===== config.mk =====
export PLATFORM = sky130hd
export DESIGN_NAME = ddr2_cmd_responder
export DESIGN_NICKNAME = d
export VERILOG_FILES = /design/src/rtl/ddr2_cmd_responder.sv
export SDC_FILE = /design/constraint.sdc
export NUM_CORES = 1
export LEC_CHECK = 0
export BUFFER_PORTS_ARGS = -buffer_cell sky130_fd_sc_hd__buf_4
export CORE_MARGIN = 4
export CORE_UTILIZATION = 60
export DETAILED_ROUTE_END_ITERATION = 12
export MAX_ROUTING_LAYER = met4
export PLACE_DENSITY_LB_ADDON = 0.1
export SYNTH_ARGS = -nofsm -noshare
export SYNTH_HDL_FRONTEND = slang
export SYNTH_SLANG_ARGS = --single-unit

===== constraint.sdc =====
create_clock -name ddr_clk -period 10.7 [get_ports ddr_clk]
set_input_delay 1.07 -clock ddr_clk [delete_from_list [all_inputs] [get_ports ddr_clk]]
set_output_delay 1.07 -clock ddr_clk [all_outputs]
set_load 0.01 [all_outputs]

===== src/rtl/ddr2_cmd_responder.sv =====
// ddr2_cmd_responder
//   Memory end of a DDR2 command bus. Decodes CS/RAS/CAS/WE on each rising
//   edge and tracks which banks are open and which row each one holds. It
//   enforces tRCD/tRP/tRAS/tRRD/tFAW/tRFC in clock cycles and raises sticky
//   violation flags. For every READ to an open bank it returns one beat,
//   derived from the address, CL cycles later.
//
// Ports
//   ddr_clk, ddr_rst       clock; asynchronous active-high reset
//   ddr2_cke, ddr2_cs_n    command qualifiers (cke=0 or cs_n=1 -> NOP)
//   ddr2_ras_n/cas_n/we_n  command code
//   ddr2_ba, ddr2_a        bank; row (ACT) / column (RD,WR) / a[10]=all (PRE)
//   err_clear              clears every err_* flag (a new set wins)
//   rd_valid, rd_data      read beat, data = zero-extended {bank, row, col}
//   bank_open              per-bank open flag
//   err_*                  sticky violation flags
//
// The file also holds two helpers:
//   ddr2_tmr        saturating down-counter that tells whether a timing window has expired
//   ddr2_bank_ctx   per-bank CLOSED/OPEN FSM with its open-row latch and tRCD/tRAS/tRP timers

// Timing window. Loading sets the counter to T-1, so a command issued T
// cycles after the load sees zero and is legal.
module ddr2_tmr #(
  parameter int T = 1
) (
  input  logic ddr_clk,
  input  logic ddr_rst,
  input  logic load,
  output logic zero
);
  localparam int W = (T > 1) ? $clog2(T) : 1;

  logic [W-1:0] cnt;

  always_ff @(posedge ddr_clk or posedge ddr_rst) begin
    if (ddr_rst)            cnt <= '0;
    else if (load)          cnt <= W'(T - 1);
    else if (cnt != '0)     cnt <= cnt - W'(1);
  end

  assign zero = (cnt == '0);
endmodule

// Per-bank context: open/closed state, the latched row and the bank-local
// timers. act is asserted only for an ACT that is allowed to open the bank.
// pre is asserted for every PRE that targets this bank. A PRE to a closed
// bank is a no-op.
module ddr2_bank_ctx #(
  parameter int AW    = 13,
  parameter int T_RCD = 3,
  parameter int T_RP  = 3,
  parameter int T_RAS = 8
) (
  input  logic          ddr_clk,
  input  logic          ddr_rst,
  input  logic          act,
  input  logic          pre,
  input  logic [AW-1:0] row_in,
  output logic          bank_open,
  output logic [AW-1:0] row,
  output logic          rcd_zero,
  output logic          ras_zero,
  output logic          rp_zero
);
  typedef enum logic {CLOSED = 1'b0, OPEN = 1'b1} st_t;

  st_t  st, st_nx;
  logic opening, closing;

  always_ff @(posedge ddr_clk or posedge ddr_rst) begin
    if (ddr_rst) st <= CLOSED;
    else         st <= st_nx;
  end

  always_comb begin
    st_nx = st;
    case (st)
      CLOSED: if (act) st_nx = OPEN;
      OPEN:   if (pre) st_nx = CLOSED;
      default: st_nx = CLOSED;
    endcase
  end

  always_comb begin
    bank_open = (st == OPEN);
  end

  assign opening = act & (st == CLOSED);
  assign closing = pre & (st == OPEN);

  always_ff @(posedge ddr_clk or posedge ddr_rst) begin
    if (ddr_rst)      row <= '0;
    else if (opening) row <= row_in;
  end

  ddr2_tmr #(.T(T_RCD)) u_rcd (.ddr_clk, .ddr_rst, .load(opening), .zero(rcd_zero));
  ddr2_tmr #(.T(T_RAS)) u_ras (.ddr_clk, .ddr_rst, .load(opening), .zero(ras_zero));
  ddr2_tmr #(.T(T_RP))  u_rp  (.ddr_clk, .ddr_rst, .load(closing), .zero(rp_zero));
endmodule

module ddr2_cmd_responder #(
  parameter int DDR_BANK_WIDTH = 3,
  parameter int DDR_ADDR_WIDTH = 13,
  parameter int DDR_DATA_WIDTH = 64,
  parameter int T_RCD          = 3,
  parameter int T_RP           = 3,
  parameter int T_RAS          = 8,
  parameter int T_RRD          = 2,
  parameter int T_FAW          = 10,
  parameter int T_RFC          = 26,
  parameter int CL             = 3
) (
  input  logic                              ddr_clk,
  input  logic                              ddr_rst,
  input  logic                              ddr2_cke,
  input  logic                              ddr2_cs_n,
  input  logic                              ddr2_ras_n,
  input  logic                              ddr2_cas_n,
  input  logic                              ddr2_we_n,
  input  logic [DDR_BANK_WIDTH-1:0]         ddr2_ba,
  input  logic [DDR_ADDR_WIDTH-1:0]         ddr2_a,
  input  logic                              err_clear,
  output logic                              rd_valid,
  output logic [DDR_DATA_WIDTH-1:0]         rd_data,
  output logic [(1<<DDR_BANK_WIDTH)-1:0]    bank_open,
  output logic                              err_rcd,
  output logic                              err_rp,
  output logic                              err_ras,
  output logic                              err_rrd,
  output logic                              err_faw,
  output logic                              err_rfc,
  output logic                              err_state
);
  localparam int NB = 1 << DDR_BANK_WIDTH;
  localparam int AW = DDR_ADDR_WIDTH;

  // Command decode
  logic       cmd_en;
  logic [2:0] rcw;
  logic       is_act, is_rd, is_wr, is_pre, is_ref;

  assign cmd_en = ddr2_cke & ~ddr2_cs_n;
  assign rcw    = {ddr2_ras_n, ddr2_cas_n, ddr2_we_n};
  assign is_act = cmd_en & (rcw == 3'b011);
  assign is_rd  = cmd_en & (rcw == 3'b101);
  assign is_wr  = cmd_en & (rcw == 3'b100);
  assign is_pre = cmd_en & (rcw == 3'b010);
  assign is_ref = cmd_en & (rcw == 3'b001);

  // Bank targeting
  logic [NB-1:0]         sel, pre_mask, closing, act_bank;
  logic [NB-1:0]         rcd_zero, ras_zero, rp_zero;
  logic [NB-1:0][AW-1:0] row_q;
  logic                  tgt_open, act_go, rd_go, ref_go;

  always_comb begin
    sel          = '0;
    sel[ddr2_ba] = 1'b1;
    pre_mask     = '0;
    if (is_pre) pre_mask = ddr2_a[10] ? '1 : sel;
  end

  assign closing  = pre_mask & bank_open;
  assign tgt_open = |(sel & bank_open);
  // An ACT to an already-open bank is flagged and otherwise ignored.
  // It loads no timers and does not advance the FAW window.
  assign act_go   = is_act & ~tgt_open;
  assign act_bank = act_go ? sel : '0;
  assign rd_go    = is_rd & tgt_open;
  assign ref_go   = is_ref & ~(|bank_open);

  genvar gb;
  generate
    for (gb = 0; gb < NB; gb++) begin : g_bank
      ddr2_bank_ctx #(
        .AW(AW), .T_RCD(T_RCD), .T_RP(T_RP), .T_RAS(T_RAS)
      ) u_bank (
        .ddr_clk, .ddr_rst,
        .act      (act_bank[gb]),
        .pre      (pre_mask[gb]),
        .row_in   (ddr2_a),
        .bank_open(bank_open[gb]),
        .row      (row_q[gb]),
        .rcd_zero (rcd_zero[gb]),
        .ras_zero (ras_zero[gb]),
        .rp_zero  (rp_zero[gb])
      );
    end
  endgenerate

  // Device-wide windows
  logic       rrd_zero, rfc_zero;
  logic [3:0] faw_zero;
  logic [1:0] faw_ptr;

  ddr2_tmr #(.T(T_RRD)) u_rrd (.ddr_clk, .ddr_rst, .load(act_go), .zero(rrd_zero));
  ddr2_tmr #(.T(T_RFC)) u_rfc (.ddr_clk, .ddr_rst, .load(ref_go), .zero(rfc_zero));

  // The four FAW slots hold the last four ACT times in round-robin order.
  // The slot the next ACT will overwrite belongs to the ACT four back.
  genvar gf;
  generate
    for (gf = 0; gf < 4; gf++) begin : g_faw
      ddr2_tmr #(.T(T_FAW)) u_faw (
        .ddr_clk, .ddr_rst,
        .load(act_go && (faw_ptr == 2'(gf))),
        .zero(faw_zero[gf])
      );
    end
  endgenerate

  always_ff @(posedge ddr_clk or posedge ddr_rst) begin
    if (ddr_rst)     faw_ptr <= '0;
    else if (act_go) faw_ptr <= faw_ptr + 2'd1;
  end

  // Violation detection; bit order {state, rfc, faw, rrd, ras, rp, rcd}
  logic [6:0] err_set, err_q;

  assign err_set[0] = (is_rd | is_wr) & |(sel & ~rcd_zero);
  assign err_set[1] = is_act & |(sel & ~rp_zero);
  assign err_set[2] = |(closing & ~ras_zero);
  assign err_set[3] = is_act & ~rrd_zero;
  assign err_set[4] = is_act & ~faw_zero[faw_ptr];
  assign err_set[5] = (is_act | is_rd | is_wr | is_pre | is_ref) & ~rfc_zero;
  assign err_set[6] = (is_act & tgt_open) | ((is_rd | is_wr) & ~tgt_open) |
                      (is_ref & (|bank_open));

  always_ff @(posedge ddr_clk or posedge ddr_rst) begin
    if (ddr_rst) err_q <= '0;
    else         err_q <= err_set | (err_q & ~{7{err_clear}});
  end

  assign err_rcd   = err_q[0];
  assign err_rp    = err_q[1];
  assign err_ras   = err_q[2];
  assign err_rrd   = err_q[3];
  assign err_faw   = err_q[4];
  assign err_rfc   = err_q[5];
  assign err_state = err_q[6];

  // Read return: a CL-deep shift register. Stage 0 loads on the RD edge,
  // so the beat sits on the outputs during the CL-th cycle after it.
  // Empty stages carry zero data, so rd_data is 0 whenever rd_valid is 0.
  logic [DDR_DATA_WIDTH-1:0]         beat;
  logic [CL-1:0]                     vld_pipe;
  logic [CL-1:0][DDR_DATA_WIDTH-1:0] dat_pipe;

  assign beat = DDR_DATA_WIDTH'({ddr2_ba, row_q[ddr2_ba], ddr2_a});

  always_ff @(posedge ddr_clk or posedge ddr_rst) begin
    if (ddr_rst) begin
      vld_pipe <= '0;
      dat_pipe <= '0;
    end else begin
      vld_pipe[0] <= rd_go;
      dat_pipe[0] <= rd_go ? beat : '0;
      for (int i = 1; i < CL; i++) begin
        vld_pipe[i] <= vld_pipe[i-1];
        dat_pipe[i] <= dat_pipe[i-1];
      end
    end
  end

  assign rd_valid = vld_pipe[CL-1];
  assign rd_data  = dat_pipe[CL-1];
endmodule


# Yosys cells after proc, flatten, opt, wreduce, memory -nomap -nowiden
# Cells that the tools add are included.
[op_classes]
add_sub_neg = 31
order_cmp = 3
n_eq_ne = 8
muxes = 94
bitwise = 64
n_reduce_logical = 98
[ops]
columns = ["op", "count"]
rows = [
  ["$reduce_bool A2 Y1", 45],
  ["$mux W2", 32],
  ["$mux W3", 16],
  ["$and A8 B8 Y8", 5],
  ["$reduce_or A8 Y1", 5],
  ["$bmux W13 S3", 1],
  ["$logic_not A2 Y1", 17],
  ["$and A1 B1 Y1", 33],
  ["$mux W4", 8],
  ["$sub A2 B1 Y2 const B", 16],
  ["$mux W29", 1],
  ["$logic_not A3 Y1", 8],
  ["$mux W8", 3],
  ["$not A8 Y8", 3],
  ["$reduce_bool A3 Y1", 8],
  ["$sub A3 B1 Y3 const B", 8],
  ["$mux W1", 20],
  ["$logic_not A4 Y1", 4],
  ["$pmux W1 S2", 8],
  ["$reduce_bool A4 Y1", 4],
  ["$sub A4 B1 Y4 const B", 4],
  ["$mux W13", 1],
  ["$not A1 Y1", 13],
  ["$mux W5", 2],
  ["other kinds (20)", 33],
]
[totals]
regBits = 289
input_bits = 24
wordCells = 350

# Longest topological paths before layout
# Gate-level depths: netlist of run 1.
[logic_depth]
depth_word = 11
ltp_mapped = 9

# Cells and area by module
# Synthesis of run 1 repeated with hierarchy kept, for this count alone.
[hier_totals]
hier_cells = 1094
hier_area_um2 = 13439.1
[modules_own_cells]
columns = ["module", "n_inst", "cells_each", "area_each_um2", "seq_area_each_um2"]
rows = [
  ["ddr2_bank_ctx", 8, 34, 585.6, 350.3],
  ["ddr2_cmd_responder", 1, 386, 4366.7, 2477.4],
  ["ddr2_tmr (g_bank[0].u_bank.u_rcd ...)", 16, 11, 106.4, 50.0],
  ["ddr2_tmr (g_bank[0].u_bank.u_ras ...)", 8, 18, 183.9, 75.1],
  ["ddr2_tmr (g_faw[0].u_faw ...)", 4, 22, 224.0, 100.1],
  ["ddr2_tmr (u_rfc)", 1, 25, 286.5, 125.1],
  ["ddr2_tmr (u_rrd)", 1, 3, 32.5, 25.0],
]

# Least setup slack after synthesis of run 1
# No wires, ideal clock.
[synth_timing]
path_kind = "input to register"
start = "in ddr2_ba[1]"
end = "reg g_bank[2].u_bank.row[0]"
t_arrival_ns = 2.566
t_required_ns = 10.575
slack_ns = 8.008
stages = 7
n_path_buf = 4
path_cell_list = "buf_2 -> or3b_1 -> buf_2 -> or3_1 -> buf_6 -> buf_6 -> mux2_4"
[synth_between]
elab_chain_cells = 10
elab_cells_between_ends = 11
classes_between = "order compare (2); mux (3); bitwise (4); reduce/logical (2)"
[synth_rtl]
columns = ["element", "line_no", "text"]
rows = [
  ["start: declaration", "121", "input logic [DDR_BANK_WIDTH-1:0] ddr2_ba,"],
  ["$lt A3 B4 Y1 (not written as such) or $ge A3 B1 Y1 (tied branches)", "159", "sel[ddr2_ba] = 1'b1;"],
  ["$logic_and A1 B1 Y1 (not written as such)", "159", ""],
  ["$mux W1 (not written as such)", "159", ""],
  ["$demux W1 S3 *", "159", ""],
  ["$and A8 B8 Y8", "165", "assign tgt_open = |(sel & bank_open);"],
  ["$reduce_or A8 Y1", "165", ""],
  ["$not A1 Y1", "168", "assign act_go = is_act & ~tgt_open;"],
  ["$and A1 B1 Y1", "168", ""],
  ["$mux W8 *", "169", "assign act_bank = act_go ? sel : '0;"],
  ["$and A1 B1 Y1 *", "89", "assign opening = act & (st == CLOSED);"],
  ["end signal: assignment", "94", "else if (opening) row <= row_in;"],
  ["end: declaration", "61", "output logic [AW-1:0] row,"],
]
# Every way passes the cells marked *; elsewhere a longest branch is shown, timed or not.
# A chain may end at the register's enable or synchronous reset.

# Worst setup path in the final report of run 1
[layout_timing]
start = "in ddr2_ba[0]"
end = "reg dat_pipe[11] in the netlist's numbering"
[layout_between]
elab_chain_cells = 8
elab_cells_between_ends = 9
classes_between = "order compare (2); mux (3); bitwise (2); reduce/logical (2)"
[layout_rtl]
columns = ["element", "line_no", "text"]
rows = [
  ["$lt A3 B4 Y1 (not written as such) or $ge A3 B1 Y1 (tied branches)", "159", ""],
  ["$logic_and A1 B1 Y1 (not written as such)", "159", ""],
  ["$mux W1 (not written as such)", "159", ""],
  ["$demux W1 S3 *", "159", ""],
  ["$and A8 B8 Y8 *", "165", ""],
  ["$reduce_or A8 Y1 *", "165", ""],
  ["$and A1 B1 Y1 *", "170", "assign rd_go = is_rd & tgt_open;"],
  ["$mux W29 *", "258", "dat_pipe[0] <= rd_go ? beat : '0;"],
  ["end signal: indexed assignment", "261", "dat_pipe[i] <= dat_pipe[i-1];"],
  ["end: declaration", "248", "logic [CL-1:0][DDR_DATA_WIDTH-1:0] dat_pipe;"],
]
# Marked as above.

==> results of run 1 <==
logic make-up (layout without fill, tap and decap cells):
kind of cell    after synthesis  after routing  synth area share (%)
xor+xnor                     33             33                  2.27
fa+ha+maj                    44             44                  4.33
mux                         126            126                  11.6
buf+inv                     180            191                  8.55
flops                       289            289                  56.9
simple gates                221            221                  9.14
other cells                   1             35                0.0295
compound gates              141            141                  7.16
flip-flops by register name, indices dropped and copies added, names as in the netlist:
name and count:
u_rfc.cnt 5, g_bank.u_bank.row 104, g_bank.u_bank.u_ras.cnt 24, g_faw.u_faw.cnt 16, vld_pipe 3, g_bank.u_bank.bank_open 8
dat_pipe 58, rd_data 29, g_bank.u_bank.u_rp.cnt 16, faw_ptr 2, g_bank.u_bank.u_rcd.cnt 16, err_q 7
u_rrd.cnt 1
worst min-delay path by stage:
stage	startpoint	to	depth (start not counted)
2_1_floorplan	dat_pipe[0]$_DFF_PP0_	dat_pipe[64]$_DFF_PP0_	0
5_1_grt	dat_pipe[78]$_DFF_PP0_	rd_data[14]$_DFF_PP0_	0
6_report	dat_pipe[78]$_DFF_PP0_	rd_data[14]$_DFF_PP0_	0
4_1_cts	dat_pipe[78]$_DFF_PP0_	rd_data[14]$_DFF_PP0_	0
3_3_place_gp	dat_pipe[81]$_DFF_PP0_	rd_data[17]$_DFF_PP0_	0
3_5_place_dp	dat_pipe[24]$_DFF_PP0_	dat_pipe[88]$_DFF_PP0_	0
Yosys cell counts, drive strengths merged, types with 2 or more instances:
cell type  count  share of area, %
nor3           7              0.28
nor2b          4              0.20
and2          30               1.5
xor2           2              0.14
nor3b          8              0.56
nor4           3              0.15
or4           14              0.83
o21ai         27               1.1
nand2         67               2.0
o2bb2ai        4              0.28
o22ai         62               3.1
mux2i          9              0.71
nand2b        11              0.54
nand3b         7              0.41
dfrtp        289                57
a211oi         4              0.24
a22oi          4              0.24
o211ai         3              0.18
o21a           3              0.18
mux2         116                11
or3           15              0.74
a21o           8              0.47
and3b          3              0.21
buf          103               6.3
xnor2         31               2.1
clkbuf         9              0.27
inv           68               2.0
a21oi         11              0.43
a221o          5              0.39
nand3         10              0.47
nor2          40               1.2
a31oi          3              0.15
ha            44               4.3
metal layers:
metal,up-vias,share of wire (%),wire (um)
met3,51,6.9,1810
met2,223,47,12200
met1,3825,44,11500
met5,-,0,0
li1,3500,-,-
met4,0,1.9,506
final cells by class:
| cell class | count | area (sq um) | share of cell area, % |
|---|---|---|---|
| Timing Repair Buffer | 72 | 541 | 3.91 |
| Clock inverter | 12 | 92.6 | 0.669 |
| Inverter | 68 | 265 | 1.92 |
| Multi-Input combinational cell | 600 | 4520 | 32.6 |
| Sequential cell | 289 | 7230 | 52.3 |
| Clock buffer | 39 | 853 | 6.17 |
| Tap cell | 270 | 338 | 2.44 |
worst max-delay path: stages:
cell	delay [ps]
buf_4	200
mux2_2	350
a22oi_1	230
o22a_1	210
a21o_1	650
inv_1	590
and2_1	340
metrics by stage:
step	hold slack (ps)	power (uW)	area (sq um)	cells	utilization (%)
final	344	3280	13800	1350	67.3
after global routing	348	3510	13800	1350	67.3
after CTS	346	3310	13800	1350	67.3
after detailed placement	335	2310	12900	1299	62.7
after global placement	332	2270	12900	1299	62.7
after floorplan	331	2130	12800	1069	-
where the power goes:
part           internal, uW  total, uW  switching [uW]
logic                   443        872             429
clock network           579        987             408
registers              1300       1420             121
==> out/metrics.yaml, run 1 <==
clock_network:
  clock_path_buffers: 3
  clock-sinks: 289
  cts_setup_buffers: 0
  path_clk_slew_ps: 60
  htree_levels: 1
  cts_hold_buf: 0
  cts_tree: "yes"
  cts.repair.resized: 0
  clock_latency_ps: 540
  cts_buffers: 29
  clk_root_buffer_cell: "clkbuf_16"
yosys:
  synth.distinct_cells: 52
  postSynth.asyncResetShare_pct: 100
  ys_ff_latch: 289
  synth.yosys.seq_area_share_pct: 56.9
  syn_area_sq_mm: 0.0127
  synthFlopType: "dfrtp_1"
  synth_edf_count: 0
  synth_warnings: 0
  synth_area_per_cell_sq_um: 12.3
  syn_inst: 1035
timing:
  worst_pin_slew_ps: 1170
  setup_ws_ps: 7480
  setup_viol: 0
  slew_violations: 0
  clock-skew-final_ps: 9.78
  min_period_over_period_pct: 30.1
  fmax_mhz: 310
  tns_ps: 0
  max_slew_margin_pct: 22.0
  period_needed_ps: 3220
  hold_viol: 0
  rsz0062_at_grt: "false"
power_and_ir_drop:
  p_leak_uw: 0.00709
  ir_drop_mv: 0.160
  power_density_mw_per_mm2: 237
hold_path:
  min_path_type: "reg -> reg"
die:
  fp.dieArea_sq_mm: 0.0236
  rows: 52
  ios: 104
  die_w_um: 154
  die_y_um: 154
  core_area_sq_mm: 0.0206
  initial_core_util_pct: 61.8
setup_path:
  cp-endpoint: "dat_pipe[11]$_DFF_PP0_"
  r2r-start: "g_bank[5].u_bank.bank_open$_DFF_PP0_"
  worstPathArrival_ps: 3640
  worst_r2r_endpoint: "dat_pipe[11]$_DFF_PP0_"
  reg2reg_slack_ps: 7750
  crit_path_end_kind: "register"
  worst_r2r_path_depth: 6
  cp_max_fo: 20
  critical_path_class: "in -> reg"
  worstPathRequired_ps: 11120
  startpoint: "ddr2_ba[0]"
  worst_setup_path_start_kind: "primary input"
place:
  post-place-ws_ps: 6990
  io_buffers: 68
  hpwlAfterDp_um: 16200
  globalplace.congestion: 0.812
final_layout:
  syn2layout_area_growth_pct: 8.90
  final_nets: 1128
  layout_commonest_cell: "dfrtp_1"
  drive_above_1_share_pct: 22.5
  diodes: 0
  fillCellCount: 1532
  mostFrequentLayoutCells: "dfrtp_1, mux2_2, buf_4"
routing:
  avgViaCountPerCell: 5.63
  ant_nets: 0
  drc: 0
  wirelength_um: 26000
  drt_pass1_iterations: 4
  vias: 7599
  drt_iter0_drc: 500
  routedWlPerCell_um: 19.3
grt:
  met3_usage_pct: 4.69
  busiest_layer: "met2"
  use_met1_pct: 33.1
  grt_use_total_pct: 23.1
  grt_max_degree: 149
  grt_pass1_vias: 7559
  antenna_found_initial: 0
  grt_pass1_wl_um: 42500
  overflow: 0
  globalRouteMet2Util_pct: 34.9
flow_run:
  maxCapViolations: 0
outcome:
  status: "finished, final reports clean"
Note: power is estimated with default switching activity, not from simulation.
==> run 2: changes to the inputs <==
--- a/config.mk
+++ b/config.mk
@@ -5,6 +5,7 @@
 export SDC_FILE = /design/constraint.sdc
 export NUM_CORES = 1
 export LEC_CHECK = 0
+export ABC_AREA = 1
 export BUFFER_PORTS_ARGS = -buffer_cell sky130_fd_sc_hd__buf_4
 export CORE_MARGIN = 4
 export CORE_UTILIZATION = 60
==> constraint.sdc (replaced) <==
create_clock -name ddr_clk -period 3.3 [get_ports ddr_clk]
set_input_delay 0.33 -clock ddr_clk [delete_from_list [all_inputs] [get_ports ddr_clk]]
set_output_delay 0.33 -clock ddr_clk [all_outputs]
set_load 0.01 [all_outputs]
==> out/metrics.yaml, run 2 <==
timing:
  hold_viol: 0  # unchanged
  setup_viol: 0  # unchanged
  worst_pin_slew_ps: 812  # was 1170 ps
  slew_violations: 0  # unchanged
  period_needed_ps: 2050
  clock-skew-final_ps: 18.8  # was 9.78 ps
  fmax_mhz: 488
  hold-worst-slack_ps: 65.9  # was 344 ps
  max_slew_margin_pct: 45.8  # was 22.0%
  tns_ps: 0  # unchanged
  rsz0062_at_grt: "false"  # unchanged
  min_period_over_period_pct: 62.1
  setup_ws_ps: 1250  # was 7480 ps
setup_path:
  worstPathRequired_ps: 3790  # was 11120 ps
  path_delay_family: "simple AND/OR/NAND/NOR gates"  # was compound AO/OA/AOI/OAI gates
  worst_r2r_endpoint: "g_bank[7].u_bank.row[10]$_DFFE_PP0P_"  # was dat_pipe[11]$_DFF_PP0_
  reg2reg_slack_ps: 1250  # was 7750 ps
  r2r-start: "g_bank[0].u_bank.bank_open$_DFF_PP0_"  # was g_bank[5].u_bank.bank_open$_DFF_PP0_
  worst_setup_path_start_kind: "register"  # was primary input
  timing.critical_path.slowest_stage_cell: "dfrtp_1"  # was a21o_1
  cp_slowest_stage_delay_ps: 490  # was 650 ps
  cp_num_buf_inv: 1  # was 2
  worstPathArrival_ps: 2540  # was 3640 ps
  worst_r2r_path_depth: 8  # was 6
  critical_path_class: "reg -> reg"  # was in -> reg
  crit_path_end_kind: "register"  # unchanged
  crit_chain: "nand3_1 -> nand2_2 -> nor2_1 -> nand2_1 -> nor2_4 -> buf_12 -> nand3_1 -> nand2_1"  # was buf_4 -> mux2_2 -> a22oi_1 -> o22a_1 -> a21o_1 -> inv_1 -> and2_1
  cp_max_fo: 109  # was 20
place:
  globalplace.congestion: 0.863  # was 0.812
  place_inst: 1740  # was 1299
  hpwlAfterDp_um: 19700  # was 16200 um
  post-place-ws_ps: 792  # was 6990 ps
  io_buffers: 68  # unchanged
clock_network:
  cts_setup_buffers: 0  # unchanged
  clock-sinks: 289  # unchanged
  cts_tree: "yes"  # unchanged
  cts_buffers: 30  # was 29
  clock_path_buffers: 3  # unchanged
  htree_levels: 1  # unchanged
  path_clk_slew_ps: 60  # about the same
  clk_root_buffer_cell: "clkbuf_16"  # unchanged
  clock_latency_ps: 560  # was 540 ps
final_layout:
  final-seq-area_sq_mm: 0.00723  # unchanged
  final_nets: 1561  # was 1128
  drive_above_1_share_pct: 11.6  # was 22.5%
  layout_commonest_cell: "nand2_1"  # was dfrtp_1
  stdcell_count: 1797  # was 1350
  largest_reg_flops: 104  # unchanged
  mostFrequentLayoutCells: "nand2_1, dfrtp_1, nand3_1"  # was dfrtp_1, mux2_2, buf_4
  fillCellCount: 1736  # was 1532
  diodes: 0  # unchanged
  final_util_pct: 67.3  # about the same
  multi_input_area_sq_mm: 0.00488  # was 0.00452 sq mm
  top_register: "g_bank.u_bank.row"  # unchanged
  syn2layout_area_growth_pct: 9.51  # was 8.90%
flow_run:
  maxCapViolations: 0  # unchanged
power_and_ir_drop:
  pwr-share-clk_pct: 32.7  # was 30.1%
  ir_drop_mv: 0.626  # was 0.160 mV
  switchingPower_uw: 3450  # was 959 uW
  seq_power_share_pct: 41.5  # was 43.3%
  internal-power_uw: 7580  # was 2320 uW
  pwr-share-comb_pct: 25.8  # was 26.6%
  p_leak_uw: 0.00811  # was 0.00709 uW
  power_density_mw_per_mm2: 746  # was 237 mW/mm^2
  swShare_pct: 31.3  # was 29.2%
yosys:
  synth_warnings: 0  # unchanged
  synth.distinct_cells: 35  # was 52
  synth_commonest_cells: "nand2_1, dfrtp_1, nand3_1"  # was dfrtp_1, mux2_2, buf_4
  synth.yosys.seq_area_share_pct: 53.6  # was 56.9%
  postSynth.asyncResetShare_pct: 100  # unchanged
  syn_inst: 1479  # was 1035
  yosysTopAreaCellShare_pct: 53.6  # was 56.9%
  syn_area_sq_mm: 0.0135  # was 0.0127 sq mm
  yosysMostFrequentCell: "nand2_1"  # was dfrtp_1
  synth_area_per_cell_sq_um: 9.13  # was 12.3 sq um
  synthFlopType: "dfrtp_1"  # unchanged
  netlist_top_cells_area: "dfrtp_1, nand2_1, nand3_1"  # was dfrtp_1, mux2_2, ha_1
  synth_edf_count: 0  # unchanged
  yosysTopAreaCell: "dfrtp_1"  # unchanged
  ys_ff_latch: 289  # unchanged
hold_path:
  hp-start: "ddr2_a[11]"  # was dat_pipe[78]$_DFF_PP0_
  min_path_type: "in -> reg"  # was reg -> reg
  hold_path_depth: 3  # was 0
  hold_end: "dat_pipe[11]$_DFF_PP0_"  # was rd_data[14]$_DFF_PP0_
grt:
  grt_pass1_vias: 9325  # was 7559
  antenna_found_initial: 0  # unchanged
  overflow: 0  # unchanged
  grt_use_total_pct: 25.1  # was 23.1%
  grt_max_degree: 110  # was 149
  grt_pass1_wl_um: 48700  # was 42500 um
die:
  die_w_um: 158  # was 154 um
  fp.dieArea_sq_mm: 0.0250  # was 0.0236 sq mm
  initial_core_util_pct: 61.5  # was 61.8%
  core_area_sq_mm: 0.0220  # was 0.0206 sq mm
  die_y_um: 158  # was 154 um
  ios: 104  # unchanged
  rows: 54  # was 52
routing:
  routedWlPerCell_um: 16.6  # was 19.3 um
  drt_iter0_drc: 857  # was 500
  wirelength_um: 29900  # was 26000 um
  drt_pass1_iterations: 5  # was 4
  drc: 0  # unchanged
  ant_nets: 0  # unchanged
  avgViaCountPerCell: 5.44  # was 5.63
  vias: 9784  # was 7599
outcome:
  status: "finished, final reports clean"  # unchanged
run 2: changes by cell type after synthesis, moves of 41 or more:
cell     previous run  this run
inv_1              67       134
mux2_2            100         8
nand2_1            67       357
nand3_1             8       150
nor2_1             40       148
o22ai_1            62        21
run 2: cell type report:
type	instances	area share, %
timing repair buffer	86	4.81
multi-input combinational	948	33.0
clock buffer	36	5.57
clock inverter	20	1.76
tap	280	2.37
sequential	289	48.9
inverter	138	3.53
run 2: worst max path at each step:
stage                                                     from                                   end  cells past startpoint
after floorplan                                        ddr_rst                 dat_pipe[0]$_DFF_PP0_                      1
after global placement                              ddr2_ba[0]   g_bank[2].u_bank.row[6]$_DFFE_PP0P_                      8
after detailed placement                            ddr2_ba[0]   g_bank[2].u_bank.row[5]$_DFFE_PP0P_                      8
after CTS                 g_bank[0].u_bank.bank_open$_DFF_PP0_   g_bank[0].u_bank.row[3]$_DFFE_PP0P_                      8
after global routing      g_bank[6].u_bank.bank_open$_DFF_PP0_  g_bank[7].u_bank.row[10]$_DFFE_PP0P_                      8
final                     g_bank[0].u_bank.bank_open$_DFF_PP0_  g_bank[7].u_bank.row[10]$_DFFE_PP0P_                      8
run 2: cell families (layout without fill, tap and decap cells):
family	count (synthesis)	in the layout	share of synthesized area, %
compound gates	124	124	5.06
xor+xnor	27	27	1.75
fa+ha+maj	44	44	4.08
buf+inv	276	280	11.2
flops	289	289	53.6
mux	10	10	0.816
other cells	1	35	0.0278
simple gates	708	708	23.5
run 2: what timing repair did:
| item | CTS | global route |
|---|---|---|
| hold buffers | 1 | 0 |
| hold endpoints to repair | 23 | 0 |
| gates resized for setup | 0 | 0 |
run 2: power groups by stage:
stage | logic [uW] | registers, uW | clock network [uW]
after global routing | 3360 | 4650 | 3820
final | 2850 | 4580 | 3600
after CTS | 2880 | 4570 | 3660
after detailed placement | 2850 | 4620 | 0
after floorplan | 2320 | 4540 | 0
after global placement | 2670 | 4610 | 0
run 2: worst reg2reg max path, cell delays in order, from the launching register on:
cell and delay, ps:
dfrtp_1 490, nand3_1 150, nand2_2 110, nor2_1 110
nand2_1 120, nor2_4 280, buf_12 410, nand3_1 220
nand2_1 100
run 2: through the flow:
stage / power [uW] / area (sq um)
2_1_floorplan: 6870 / 13600
3_3_place_gp: 7280 / 13700
3_5_place_dp: 7480 / 13700
4_1_cts: 11100 / 14800
5_1_grt: 11800 / 14800
6_report: 11000 / 14800
run 2: layer usage:
layer | vias to the layer above | part of all wire (%) | wire length, um | track usage [%]
met5 | - | 0 | 0 | -
met4 | 0 | 1.9 | 575 | 5.56
met3 | 54 | 7.8 | 2340 | 3.77
met2 | 341 | 46 | 13800 | 38.6
met1 | 4750 | 44 | 13200 | 35.9
li1 | 4639 | - | - | -
==> run 3: changes to the inputs <==
==> constraint.sdc (replaced) <==
create_clock -name ddr_clk -period 1.9 [get_ports ddr_clk]
set_input_delay 0.19 -clock ddr_clk [delete_from_list [all_inputs] [get_ports ddr_clk]]
set_output_delay 0.19 -clock ddr_clk [all_outputs]
set_load 0.01 [all_outputs]
==> out/metrics.yaml, run 3 (synthesized netlist as in run 2, its figures left out) <==
clock_network:
  path_clk_slew_ps: 60  # about the same
  clk_root_buffer_cell: "clkbuf_16"  # unchanged
  htree_levels: 1  # unchanged
  cts.repair.resized: 0  # unchanged
  clock_path_buffers: 3  # unchanged
  clock_latency_ps: 550  # was 560 ps
  cts_tree: "yes"  # unchanged
  clock-sinks: 289  # unchanged
  cts_buffers: 29  # was 30
routing:
  drc: 0  # unchanged
  vias: 10000  # was 9784
  ant_nets: 0  # unchanged
  wirelength_um: 31600  # was 29900 um
  avgViaCountPerCell: 5.41  # was 5.44
  drt_pass1_iterations: 5  # unchanged
  routedWlPerCell_um: 17.0  # was 16.6 um
  drt_iter0_drc: 907  # was 857
grt:
  grt_pass1_wl_um: 50900  # was 48700 um
  grt_pass1_vias: 9819  # was 9325
  overflow: 0  # unchanged
  grt_max_degree: 98  # was 110
  grt_use_total_pct: 26.4  # was 25.1%
  antenna_found_initial: 0  # unchanged
die:
  die_y_um: 158  # unchanged
  fp.dieArea_sq_mm: 0.0250  # unchanged
  ios: 104  # unchanged
  rows: 54  # unchanged
  die_w_um: 158  # unchanged
  initial_core_util_pct: 61.5  # unchanged
  core_area_sq_mm: 0.0220  # unchanged
final_layout:
  diodes: 0  # unchanged
  final_nets: 1618  # was 1561
  drive_above_1_share_pct: 14.0  # was 11.6%
  fillCellCount: 1666  # was 1736
  top_register: "g_bank.u_bank.row"  # unchanged
  fin_area_sq_mm: 0.0153  # was 0.0148 sq mm
  mostFrequentLayoutCells: "nand2_1, dfrtp_1, nand3_1"  # unchanged
  layout_commonest_cell: "nand2_1"  # unchanged
  largest_reg_flops: 104  # unchanged
  syn2layout_area_growth_pct: 13.7  # was 9.51%
timing:
  rsz0062_at_grt: "false"  # unchanged
  setup_viol: 0  # unchanged
  fmax_mhz: 585  # was 488 MHz
  slew_violations: 0  # unchanged
  min_period_over_period_pct: 89.9  # was 62.1%
  period_needed_ps: 1710  # was 2050 ps
  hold_viol: 0  # unchanged
  clock-skew-final_ps: 14.3  # was 18.8 ps
  tns_ps: 0  # unchanged
setup_path:
  cp_max_fo: 6  # was 109
  timing.critical_path.slowest_stage_cell: "dfrtp_1"  # unchanged
  worstPathArrival_ps: 2150  # was 2540 ps
  critical_path_class: "reg -> reg"  # unchanged
  crit_path_end_kind: "register"  # unchanged
  worstPathRequired_ps: 2340  # was 3790 ps
  crit_chain: "nand3_1 -> nand2_2 -> nor2_8 -> buf_4 -> nand3_1 -> nor2_1 -> nor2_1"  # was nand3_1 -> nand2_2 -> nor2_1 -> nand2_1 -> nor2_4 -> buf_12 -> nand3_1 -> nand2_1
  worst_setup_path_start_kind: "register"  # unchanged
  cp_slowest_stage_delay_ps: 450  # was 490 ps
  cp_num_buf_inv: 1  # unchanged
  path_delay_family: "simple AND/OR/NAND/NOR gates"  # unchanged
place:
  postPlaceCellArea_sq_mm: 0.0141  # was 0.0137 sq mm
  globalplace.congestion: 0.857  # was 0.863
  hpwlAfterDp_um: 20600  # was 19700 um
  io_buffers: 68  # unchanged
power_and_ir_drop:
  ir_drop_mv: 1.01  # was 0.626 mV
  p_leak_uw: 0.00842  # was 0.00811 uW
  power_density_mw_per_mm2: 1260  # was 746 mW/mm^2
flow_run:
  maxCapViolations: 0  # unchanged
hold_path:
  min_path_type: "in -> reg"  # unchanged
outcome:
  status: "finished, final reports clean"  # unchanged
[run 3: stage by stage]
step / utilization, % / hold WS (ps) / setup slack [ps] / power (uW) / cells
final: 69.9 / 22.8 / 191 / 19400 / 1853
after CTS: 69.8 / 12.9 / 88.2 / 19500 / 1852
after detailed placement: 64.2 / 191 / 65.6 / 13100 / 1784
after floorplan: - / 331 / -2120 / 11900 / 1513
after global placement: 64.2 / 194 / 176 / 12700 / 1784
after global routing: 69.9 / 37.6 / 72.3 / 20700 / 1853
[run 3: what timing repair did]
item,in CTS,in global routing
setup endpoints to repair,0,5
hold buffers,14,0
buffers inserted,0,1
hold endpoints to repair,192,0
[run 3: path summary, 6_finish.rpt]
kind,startpoint,slack [ps],depth (start not counted),endpoint
min reg2reg,dat_pipe[68]$_DFF_PP0_,340,0,rd_data[4]$_DFF_PP0_
max in group asynchronous,ddr_rst,940,4,g_bank[6].u_bank.row[6]$_DFFE_PP0P_
max reg2reg,g_bank[1].u_bank.bank_open$_DFF_PP0_,190,7,g_faw[3].u_faw.cnt[2]$_DFFE_PP0P_
max,g_bank[1].u_bank.bank_open$_DFF_PP0_,190,7,g_faw[3].u_faw.cnt[2]$_DFFE_PP0P_
min in group asynchronous,ddr_rst,180,3,g_bank[4].u_bank.u_rcd.cnt[1]$_DFFE_PP0P_
min,ddr2_cas_n,20,4,err_q[6]$_DFF_PP0_
[run 3: power breakdown]
group	switching, uW	internal (uW)
Combinational	2930	2170
Sequential	620	7290
Clock	2470	3880
[run 3: layout make-up]
cell class                      instances  area [sq um]  share of cell area, %
Sequential cell                       289          7230                   47.1
Multi-Input combinational cell        948          4880                   31.8
Timing Repair Buffer                  144          1280                   8.33
Tap cell                              280           350                   2.28
Clock buffer                           32           767                   5.00
Inverter                              138           522                   3.40
Clock inverter                         22           318                   2.07
[run 3: worst min-delay path, cell delays in order]
cell and delay, ps:
buf_4 110, nor2_1 50, o21ai_0 80, nand4_1 90
[run 3: routing by layer]
layer  track usage [%]  vias up  wire length (um)
li1                  -     4752                 -
met1              36.2     4813             13300
met2              41.7      415             15000
met3              4.35       53              2700
met4              6.74        0               619
met5                 -        -                 0
